### src/rtl/change_dispenser_pkg.sv
// Shared types and defaults for the change dispenser and its coin picker.
package change_pkg;

  typedef enum logic [0:0] {IDLE = 1'b0, SCAN = 1'b1} state_t;

  localparam int NUM_DENOM_DEF = 4;
  localparam int AMOUNT_W_DEF  = 9;

  // Element 0 is the largest coin; the picker scans from index 0 upward.
  localparam logic [0:NUM_DENOM_DEF-1][AMOUNT_W_DEF-1:0] DENOM_VALS_DEF =
    {9'd100, 9'd25, 9'd10, 9'd5};

  function automatic int idx_w(input int n);
    return (n > 1) ? $clog2(n) : 1;
  endfunction

endpackage

### src/rtl/change_dispenser_coin_select.sv
// Combinational largest-first picker: lowest index whose value fits and has stock.
module coin_select
  import change_pkg::*;
#(
  parameter int AMOUNT_W  = AMOUNT_W_DEF,
  parameter int NUM_DENOM = NUM_DENOM_DEF,
  parameter int INV_W     = 8,
  parameter int IDX_W     = idx_w(NUM_DENOM)
) (
  input  logic [AMOUNT_W-1:0]                    rem,
  input  logic [NUM_DENOM-1:0][INV_W-1:0]        inv,
  input  logic [0:NUM_DENOM-1][AMOUNT_W-1:0]     vals,
  output logic                                   found,
  output logic [IDX_W-1:0]                       idx,
  output logic [NUM_DENOM-1:0]                   onehot
);

  // Walk from the smallest coin up so the last hit is the lowest index.
  always_comb begin
    found  = 1'b0;
    idx    = '0;
    onehot = '0;
    for (int i = NUM_DENOM - 1; i >= 0; i--) begin
      if (vals[i] <= rem && inv[i] != '0) begin
        found     = 1'b1;
        idx       = IDX_W'(i);
        onehot    = '0;
        onehot[i] = 1'b1;
      end
    end
  end

endmodule

### src/rtl/change_dispenser.sv
// Sequential change dispenser: one coin per clock, greedy, with per-denomination inventory.
module change_dispenser
  import change_pkg::*;
#(
  parameter int AMOUNT_W  = AMOUNT_W_DEF,
  parameter int NUM_DENOM = NUM_DENOM_DEF,
  parameter int INV_W     = 8,
  parameter logic [0:NUM_DENOM-1][AMOUNT_W-1:0] DENOM_VALS = DENOM_VALS_DEF,
  localparam int IDX_W    = idx_w(NUM_DENOM)
) (
  input  logic                          clk,
  input  logic                          rst_n,
  input  logic                          start,
  input  logic [AMOUNT_W-1:0]           amount,
  output logic                          busy,
  output logic                          done,
  output logic                          short,
  output logic [AMOUNT_W-1:0]           remainder,
  output logic [NUM_DENOM*INV_W-1:0]    counts,
  output logic                          coin_valid,
  output logic [NUM_DENOM-1:0]          coin_sel,
  input  logic                          inv_load,
  input  logic [IDX_W-1:0]              inv_idx,
  input  logic [INV_W-1:0]              inv_val,
  input  logic                          inv_add,
  output logic [NUM_DENOM*INV_W-1:0]    inv_level
);

  state_t                          state;
  logic [AMOUNT_W-1:0]             rem_q;
  logic [NUM_DENOM-1:0][INV_W-1:0] inv_q, inv_nxt, cnt_q;
  logic                            found;
  logic [IDX_W-1:0]                pick_idx;
  logic [NUM_DENOM-1:0]            pick_oh;
  logic                            issue;

  assign busy      = (state == SCAN);
  assign issue     = busy && found;
  assign counts    = cnt_q;
  assign inv_level = inv_q;

  coin_select #(
    .AMOUNT_W (AMOUNT_W),
    .NUM_DENOM(NUM_DENOM),
    .INV_W    (INV_W),
    .IDX_W    (IDX_W)
  ) u_sel (
    .rem   (rem_q),
    .inv   (inv_q),
    .vals  (DENOM_VALS),
    .found (found),
    .idx   (pick_idx),
    .onehot(pick_oh)
  );

  // Load beats add; an add colliding with this cycle's issue nets to zero.
  for (genvar i = 0; i < NUM_DENOM; i++) begin : g_inv
    logic hit, dec, load, add;
    assign hit  = (inv_idx == IDX_W'(i));
    assign dec  = issue && pick_oh[i];
    assign load = inv_load && !busy && hit;
    assign add  = inv_add && hit;
    assign inv_nxt[i] = load           ? inv_val :
                        (add && !dec)  ? ((inv_q[i] == '1) ? inv_q[i] : inv_q[i] + INV_W'(1)) :
                        (dec && !add)  ? inv_q[i] - INV_W'(1) :
                                         inv_q[i];
  end

  always_ff @(posedge clk or negedge rst_n) begin
    if (!rst_n) inv_q <= '0;
    else        inv_q <= inv_nxt;
  end

  always_ff @(posedge clk or negedge rst_n) begin
    if (!rst_n) begin
      state      <= IDLE;
      rem_q      <= '0;
      cnt_q      <= '0;
      done       <= 1'b0;
      short      <= 1'b0;
      remainder  <= '0;
      coin_valid <= 1'b0;
      coin_sel   <= '0;
    end else begin
      done       <= 1'b0;
      coin_valid <= 1'b0;
      coin_sel   <= '0;
      case (state)
        IDLE: begin
          if (start) begin
            rem_q <= amount;
            cnt_q <= '0;
            short <= 1'b0;
            state <= SCAN;
          end
        end
        SCAN: begin
          if (found) begin
            rem_q           <= rem_q - DENOM_VALS[pick_idx];
            cnt_q[pick_idx] <= cnt_q[pick_idx] + INV_W'(1);
            coin_valid      <= 1'b1;
            coin_sel        <= pick_oh;
          end else begin
            state     <= IDLE;
            done      <= 1'b1;
            remainder <= rem_q;
            short     <= (rem_q != '0);
          end
        end
        default: state <= IDLE;
      endcase
    end
  end

endmodule
### config.mk
export PLATFORM = sky130hd
export DESIGN_NAME = change_dispenser
export DESIGN_NICKNAME = d
export VERILOG_FILES = /design/src/rtl/change_dispenser_pkg.sv /design/src/rtl/change_dispenser_coin_select.sv /design/src/rtl/change_dispenser.sv
export SDC_FILE = /design/constraint.sdc
export NUM_CORES = 1
export LEC_CHECK = 0
export BUFFER_PORTS_ARGS = -buffer_cell sky130_fd_sc_hd__buf_4
export CAP_MARGIN = 5
export CORE_MARGIN = 2
export CORE_UTILIZATION = 35
export DETAILED_ROUTE_END_ITERATION = 10
export GPL_TIMING_DRIVEN = 0
export PLACE_DENSITY_LB_ADDON = 0.12
export SLEW_MARGIN = 40
export SYNTH_ARGS = -nofsm -noshare
export SYNTH_HDL_FRONTEND = slang
export SYNTH_SLANG_ARGS = --single-unit
### constraint.sdc
create_clock -name clk -period 4.8 [get_ports clk]
set_input_delay 0 -clock clk [delete_from_list [all_inputs] [get_ports clk]]
set_output_delay 0 -clock clk [all_outputs]
set_load 0.02 [all_outputs]
# After elaboration in Yosys (flattened, before gate mapping)
# Cells that the tools add are included.
# W data, S select, Z words.
[word_totals]
reg_bits = 90
latchBits = 0
mem_bits_rw = 0
rom_bits = 0
wordCells = 155
mem_count = 0
[op_classes]
add_sub_neg = 10
n_mul = 0
n_div = 0
n_lt_le_gt_ge = 7
eq_ne = 14
n_shift = 0
mux = 53
bitwise_logic = 3
n_reduce_logical = 53
[op_table]
columns = ["op", "count"]
rows = [
  ["$mux W8", 18],
  ["$mux W32", 2],
  ["$pmux W32 S2", 1],
  ["$add A8 B1 Y8 const B", 5],
  ["$mux W9", 4],
  ["$bwmux W32", 1],
  ["$eq A8 B8 Y1 const B", 4],
  ["$reduce_bool A8 Y1", 4],
  ["$sub A8 B1 Y8 const B", 4],
  ["$logic_and A1 B1 Y1", 27],
  ["$mux W4", 6],
  ["$bmux W9 S2", 1],
  ["$pmux W9 S2", 1],
  ["$bmux W8 S2", 1],
  ["$demux W8 S2", 1],
  ["$reduce_and A2 Y1", 7],
  ["$ne A3 B3 Y1 const B", 4],
  ["$reduce_bool A3 Y1", 4],
  ["$mux W1", 11],
  ["$le A3 B9 Y1 const A", 1],
  ["$le A4 B9 Y1 const A", 1],
  ["$le A5 B9 Y1 const A", 1],
  ["$le A7 B9 Y1 const A", 1],
  ["$logic_not A1 Y1", 9],
  ["14 further kinds", 21],
]

# Logic depth before layout (Yosys ltp)
# Gate-level depths: netlist (run 1).
[logic_depth]
word_depth = 13
depth_mapped = 18
mapped_depth_nobuf = 17

# Modules after synthesis
# A second synthesis (run 1) with hierarchy kept.
[unflattened]
cells_unflattened = 773
area_unflattened_um2 = 6770.2
[by_module_without_submodules]
columns = ["module", "n_inst", "cells_per_inst", "area_per_inst_um2", "seq_area_each_um2"]
rows = [
  ["change_dispenser", 1, 644, 5824.3, 2252.2],
  ["coin_select", 1, 129, 945.9, 0.0],
]

# Worst setup path before layout (run 1)
# No wires, ideal clock.
[synth_path]
path_type = "register -> register"
from = "reg inv_q, in the netlist inv_level[16]"
to = "reg inv_q, in the netlist inv_level[31]"
arrival_ps = 3735
t_required_ps = 4679
path_slack_ps = 944
path_stages_with_launch = 16
n_path_buf = 1
cell_sequence = "dfrtp_1 > or4_4 > or2_0 > buf_6 > a211oi_4 > and3_1 > or2_2 > ha_1 > a21o_1 > a21oi_1 > nor2b_1 > o21a_1 > o41ai_1 > xor2_1 > a21oi_1 > o22a_1"
[synth_between]
elab_chain_len = 11
[synth_lines]
columns = ["item", "line", "text"]
rows = [
  ["start, declared", "change_dispenser.sv:31", "logic [NUM_DENOM-1:0][INV_W-1:0] inv_q, inv_nxt, cnt_q;"],
  ["start signal, assigned", "change_dispenser.sv:71", "else inv_q <= inv_nxt;"],
  ["$reduce_bool A8 Y1 *", "change_dispenser_coin_select.sv:24", "if (vals[i] <= rem && inv[i] != '0) begin"],
  ["$logic_and A1 B1 Y1 *", "change_dispenser_coin_select.sv:24", ""],
  ["$mux W1 (3 in a row)", "change_dispenser_coin_select.sv:24", ""],
  ["$logic_and A1 B1 Y1", "change_dispenser.sv:38", "assign issue = busy && found;"],
  ["$logic_and A1 B1 Y1 *", "change_dispenser.sv:60", "assign dec = issue && pick_oh[i];"],
  ["$logic_not A1 Y1", "change_dispenser.sv:64", "(add && !dec) ? ((inv_q[i] == '1) ? inv_q[i] : inv_q[i] + INV_W'(1)) :"],
  ["$logic_and A1 B1 Y1", "change_dispenser.sv:64", ""],
  ["$ne A3 B3 Y1 (no line), or another cell as far along", "--", ""],
  ["$reduce_and A2 Y1 (no line) or $mux W8 (tied branches)", "--", ""],
]
# Every way passes the cells marked *; elsewhere a longest branch is shown, timed or not.
# A chain may end at the register's enable or synchronous reset.

# Worst setup path after layout (run 1)
[layout_path]
from = "reg inv_q, in the netlist inv_level[12]"
to = "reg inv_q, in the netlist inv_level[23]"
[layout_between]
elab_chain_len = 10
[layout_lines]
columns = ["item", "line"]
rows = [
  ["$reduce_bool A8 Y1 *", "change_dispenser_coin_select.sv:24"],
  ["$logic_and A1 B1 Y1 *", "change_dispenser_coin_select.sv:24"],
  ["$mux W1 (2 in a row)", "change_dispenser_coin_select.sv:24"],
  ["$logic_and A1 B1 Y1", "change_dispenser.sv:38"],
  ["$logic_and A1 B1 Y1 *", "change_dispenser.sv:60"],
  ["$logic_not A1 Y1", "change_dispenser.sv:64"],
  ["$logic_and A1 B1 Y1", "change_dispenser.sv:64"],
  ["$ne A3 B3 Y1 (no line), or another cell as far along", "--"],
  ["$reduce_and A2 Y1 (no line) or $mux W8 (tied branches)", "--"],
]
# Marked as above.

==> reports/qor.txt, run 1 <==
Run status -> completed
F_max -> 227 MHz
N_diodes -> 0
Clock Tree Buf Depth -> 2
Fraction of layout cells with a size suffix above 1 -> 21.7%
Initial antenna violation count -> 0
Combinational power share -> 59.9%
Final Core Density -> 45.0%
WL/cell -> 17.9 um
EDFF count, synth -> 0
Switch share -> 47.4%
Min-delay src -> inv_val[7]
Core region area -> 16,600 um2
Yosys warning count -> 0
CTS tree -> built
Reg2Reg Depth -> 15
Most used DFF post-synth -> dfrtp_1
Largest net degree at the start of global routing -> 91
Arrival @ worst endpoint -> 4.63 ns
RePlAce Congestion -> 0.838
Syn nets -> 719
Insertion delay to the later sink of the worst-skew pair -> 0.35 ns
P_int -> 2.87 mW
Slew HR -> 45.6%
Design area -> 7490 um2
# IOs -> 105
Post-route setup TNS -> 0 ns
Sequential share of power -> 27.4%
VDD IR max -> 0.000320 V
WS Path Type -> reg -> reg
Fin crit period -> 4.41 ns
Initial DRC count -> 266
Setup Skew -> 0.00840 ns
WP data required -> 5.02 ns
Worst Tran Pin Value -> 0.816 ns
Drt first pass iters -> 5
CP peak stage delay -> 0.51 ns
Worst Hold Class -> in -> reg
Vias -> 5,485
Port bufs -> 103
Synth Instances -> 650
P_sw -> 2.59 mW
CTS Sinks -> 90
Worst-path cell with the longest stage delay -> nor4_2
R2R setup slack -> 0.39 ns
Dpl cell area -> 7060 um2
# DRC -> 0
Initial Util -> 36.0%
Mean number of vias per cell -> 5.47
Most frequent cells in the layout -> buf_4, dfrtp_1, o21ai_0
Root Buffer -> clkbuf_16
Mapped cell area -> 5990 um2
Crit-path cells -> nor4_2 -> a22oi_1 -> clkbuf_1 -> nor2_2 -> nand3_1 -> nand2_1 -> ha_1 -> a21o_1 -> a21oi_1 -> nor2b_1 -> o21a_1 -> o41ai_1 -> xnor2_1 -> a21oi_1 -> o2bb2ai_1
Syn Area/Cell -> 9.22 um2
Clk pwr share -> 12.7%
PD cells -> 729 nW/um2
P&R area growth vs syn -> 25.0%
H-Tree Depth -> 3
Critical path's most frequent cell -> a21oi_1
Final Hold Vio Count -> 0
# nets final -> 847
Routed wire length -> 18.0 mm
Synth top area share -> 37.6%
Grt total ovfl -> 0
Largest cells by area after synthesis -> dfrtp_1, ha_1, o21ai_0, mux2_2, a21oi_1
Routed Antenna Nets -> 0
RSZ-0062 raised after global routing -> no
Hold path cells -> 3
Vias in the first global route -> 5,285
Crit-path max FO -> 10
Synth cell types -> 67
CP Launch Type -> flip-flop
Cts bufs inserted -> 9
Die Height -> 135 um
Endpoints failing setup -> 0
Reg-to-Reg Start -> inv_level[12]
Num rows -> 47
Post-synth ARST share -> 100%
WP buf/inv -> 1
HPWL after detailed placement -> 13.4 mm
First-pass GRT wire length -> 28.2 mm
Period Utilization, post-route -> 91.8%
Yosys top cell by area -> dfrtp_1
Max-slew violations -> 0
Max cap viols -> 0
Postcts setup bufs -> 0
Reg2reg end -> inv_level[23]
Clock transition at path regs -> 0.07 ns
WHS Endpoint -> inv_level[23]
Sequential cell area fraction in the yosys report -> 37.6%
Total track usage -> 20.0%
Most common cell after layout, fill and taps aside -> buf_4
#FFs+latches synth -> 90
Crit. End Element -> flip-flop
Die W -> 135 um
Delay-heaviest family, CP -> simple AND/OR/NAND/NOR gates
Static leakage -> 3.40 nW
Full die area -> 18,200 um2
==> per-layer routing <==
| layer | part of all wire [%] | up-vias | track usage [%] |
|---|---|---|---|
| met4 | 1.9 | 0 | 5.79 |
| met5 | 0 | - | 0 |
| li1 | - | 2626 | - |
| met3 | 5.2 | 22 | 4.09 |
| met2 | 47 | 149 | 32.4 |
| met1 | 46 | 2688 | 27.2 |
==> flip-flops by register name, summed over array words and instances (netlist names) <==
name        count
short           1
coin_valid      1
counts         32
remainder       9
rem_q           9
done            1
inv_level      32
busy            1
coin_sel        4
==> synthesized netlist by cell type (3+ instances only) <==
library cell	number
mux2_2	24
nand2b_1	4
a21o_1	9
a22oi_1	3
and2_1	4
o21a_1	6
o21bai_1	8
a21oi_1	47
ha_1	40
and3_1	3
nand2_1	55
o21ai_1	9
a31oi_1	3
dfrtp_1	90
o21ai_0	61
nor3_1	8
clkbuf_1	21
o2111ai_1	3
nand3_1	39
nor3b_1	4
a211oi_1	3
o31ai_1	4
nand3b_1	3
xor2_1	13
o211ai_1	4
xnor2_1	18
nand4_1	10
nor4_1	8
inv_1	26
mux2i_1	16
fa_1	5
nor2b_1	5
or2_2	4
o22ai_1	3
nor2_1	44
==> kinds of logic (layout without fill, tap and decap cells) <==
logic type | Yosys count | count (layout) | share of synthesized area, %
flip-flops | 90 | 90 | 37.6
AO/OA/AOI/OAI | 190 | 190 | 20.4
AND/OR/NAND/NOR | 203 | 203 | 16.9
adder cells (fa/ha/maj) | 45 | 45 | 10.0
buffers and inverters | 51 | 184 | 3.34
XOR/XNOR | 31 | 31 | 4.53
multiplexers | 40 | 40 | 7.18
==> worst max-delay path by stage <==
stage | from | cells past startpoint | slack, ns | endpoint
after CTS | inv_level[13] | 15 | 0.04 | inv_level[23]
after floorplan | inv_level[16] | 15 | 0.94 | inv_level[31]
after global placement | inv_level[13] | 15 | 0.06 | inv_level[23]
final | inv_level[12] | 15 | 0.39 | inv_level[23]
after detailed placement | inv_level[13] | 15 | 0.06 | inv_level[23]
after global routing | rem_q[7] | 17 | 0.03 | rem_q[7]
==> area by class of cell <==
type,instances,area (um2)
fillers,1615,9150
multi-input cells,509,3570
flip-flops and latches,90,2250
repair buffers,117,916
well taps,220,275
clock buffers,10,229
inverters,27,101
plain buffers,24,98.8
clock inverters,6,51.3
==> timing repair <==
item,4_1_cts,5_1_grt
endpoints found under the setup margin,0,8
hold buffers,13,0
resized for setup,0,3
endpoints found under the hold margin,106,0
==> per-stage QoR <==
| step | std cells | hold WS (ns) | power (mW) | worst slack [ns] |
|---|---|---|---|---|
| 2_1_floorplan | 650 | -0.296 | 3.71 | 0.944 |
| 3_3_place_gp | 973 | 0.270 | 4.64 | 0.0587 |
| 3_5_place_dp | 973 | 0.0730 | 4.74 | 0.0574 |
| 4_1_cts | 1002 | 0.0294 | 5.47 | 0.0392 |
| 5_1_grt | 1003 | 0.0416 | 5.94 | 0.0330 |
| 6_report | 1003 | 0.0386 | 5.46 | 0.394 |
==> tightest hold or removal path: stages <==
cell,delay [ns]
buf_4,0.13
a22oi_1,0.09
o2bb2ai_1,0.13
==> power by group through the flow <==
stage / logic [mW] / clock network [mW] / registers, mW
2_1_floorplan: 2.05 / 0 / 1.66
3_3_place_gp: 3.16 / 0 / 1.48
3_5_place_dp: 3.25 / 0 / 1.50
4_1_cts: 3.27 / 0.714 / 1.48
5_1_grt: 3.66 / 0.742 / 1.54
6_report: 3.27 / 0.691 / 1.50
Power figures use the tool's default switching activity.
==> run 2: changes to the inputs <==
ABC_AREA = 1   (was not set)
==> reports/qor.txt, run 2 <==
Grt total ovfl -> 0
Final Core Density -> 44.7%
# nets final -> 1,023
Mean number of vias per cell -> 4.91
WS Path Type -> reg -> reg
Insertion delay to the later sink of the worst-skew pair -> 0.35 ns
Vias -> 5,810
Synth top cells by count -> nand2_1, inv_1, dfrtp_1
Num rows -> 48
WL/cell -> 15.3 um
H-Tree Depth -> 3
Mapped cell area -> 6190 um2
RSZ-0062 raised after global routing -> no
Worst Hold Class -> in -> reg
PD cells -> 707 nW/um2
Post-route setup TNS -> 0 ns
EDFF count, synth -> 0
Initial Util -> 35.8%
Total track usage -> 20.0%
Worst Tran Pin Value -> 0.697 ns
Slew HR -> 53.5%
F_max -> 295 MHz
Routed Antenna Nets -> 0
# IOs -> 105
CTS resizes -> 0
VDD IR max -> 0.000294 V
Fin crit period -> 3.40 ns
CTS Sinks -> 90
Postcts setup bufs -> 0
Largest net degree at the start of global routing -> 91
Vias in the first global route -> 5,515
Arrival @ worst endpoint -> 3.63 ns
Drt first pass iters -> 5
Synth top area share -> 36.4%
Most common cell in the netlist -> nand2_1
Port bufs -> 104
RePlAce Congestion -> 0.828
Setup Skew -> 0.00855 ns
#FFs+latches synth -> 90
Crit-path max FO -> 11
HPWL after detailed placement -> 13.5 mm
WP data required -> 5.03 ns
Endpoints failing setup -> 0
CTS tree -> built
Yosys top cell by area -> dfrtp_1
Largest cells by area after synthesis -> dfrtp_1, nand2_1, ha_1, inv_1, nand3_1
Static leakage -> 3.88 nW
Cts bufs inserted -> 9
R2R setup slack -> 1.40 ns
# fillers -> 1,800
P&R area growth vs syn -> 24.8%
Max cap viols -> 0
Syn nets -> 890
Root Buffer -> clkbuf_16
Clock Tree Buf Depth -> 2
Final Hold Vio Count -> 0
Synth cell types -> 40
First-pass GRT wire length -> 29.0 mm
Syn Area/Cell -> 7.54 um2
Most frequent cells in the layout -> nand2_1, inv_1, buf_4
Die Height -> 137 um
Routed wire length -> 18.1 mm
Most common cell after layout, fill and taps aside -> nand2_1
Core region area -> 17,300 um2
Fraction of layout cells with a size suffix above 1 -> 20.6%
Most used DFF post-synth -> dfrtp_1
Synth Instances -> 821
Max-slew violations -> 0
Sequential cell area fraction in the yosys report -> 36.4%
Clock transition at path regs -> 0.07 ns
Run status -> completed
Full die area -> 18,800 um2
# DRC -> 0
Period Utilization, post-route -> 70.7%
Initial DRC count -> 300
Post-synth ARST share -> 100%
N_diodes -> 0
Initial antenna violation count -> 0
Die W -> 137 um
CP Launch Type -> flip-flop
Crit. End Element -> flip-flop
Yosys warning count -> 0
[run 2: worst paths after layout]
kind | endpoint | start | cells after the start
hold reg to reg | remainder[0] | remainder[0] | 2
setup / recovery | rem_q[7] | inv_level[8] | 19
max in group asynchronous | inv_level[19] | rst_n | 2
hold / removal | inv_level[31] | inv_val[7] | 3
min in group asynchronous | rem_q[5] | rst_n | 2
setup reg to reg | rem_q[7] | inv_level[8] | 19
[run 2: where the power goes]
| part | internal (mW) | switching [mW] |
|---|---|---|
| Clock | 0.401 | 0.312 |
| Combinational | 1.33 | 1.99 |
| Sequential | 1.06 | 0.375 |
[run 2: timing repair]
action | in CTS | in global routing
setup endpoints to repair | 0 | 0
hold buffers | 18 | 0
endpoints found under the hold margin | 114 | 0
[run 2: through the flow]
step	area (um2)	total power [mW]	setup slack (ns)	hold slack, ns	std cells
5_1_grt	7730	6.04	1.09	0.0639	1184
3_5_place_dp	7260	4.76	1.35	0.0706	1150
6_report	7730	5.47	1.40	0.0329	1184
4_1_cts	7730	5.51	1.34	0.0318	1184
2_1_floorplan	6190	3.75	1.87	-0.296	821
3_3_place_gp	7260	4.74	1.38	0.261	1150
[run 2: layer usage]
metal / track usage, % / vias to the layer above / part of all wire (%)
li1: - / 2963 / -
met1: 27.2 / 2697 / 46
met2: 33.1 / 137 / 48
met3: 3.44 / 13 / 4.7
met4: 4.75 / 0 / 1.0
met5: 0 / - / 0
[run 2: worst max-delay path: stages, from the launching register on]
cell and delay, ns:
dfrtp_1 0.49, nor2_1 0.14, nand4_1 0.26, nand2_2 0.16, nand2_2 0.08, inv_2 0.08, nand2_4 0.13, inv_4 0.17
ha_1 0.28, ha_1 0.35, a21oi_1 0.14, nand2_1 0.09, nand2_1 0.06, nand2_1 0.05, a21oi_1 0.16, nor2_1 0.07
o21ai_0 0.23, nand3_1 0.11, a21oi_1 0.15, o22ai_1 0.08
[run 2: layout make-up]
cell class	count	area [um2]	share of cell area [%]
plain buffers	14	83.8	1.08
clock buffers	10	229	2.96
clock inverters	6	57.6	0.745
inverters	123	464	6.01
multi-input cells	594	3390	43.9
flip-flops and latches	90	2250	29.1
well taps	225	282	3.64
repair buffers	122	968	12.5
[run 2: kinds of logic after synthesis]
kind of cell / share of synthesized area [%]
simple gates: 28.9
compound gates: 13.2
buf+inv: 8.85
flops: 36.4
fa+ha+maj: 9.70
xor+xnor: 2.97
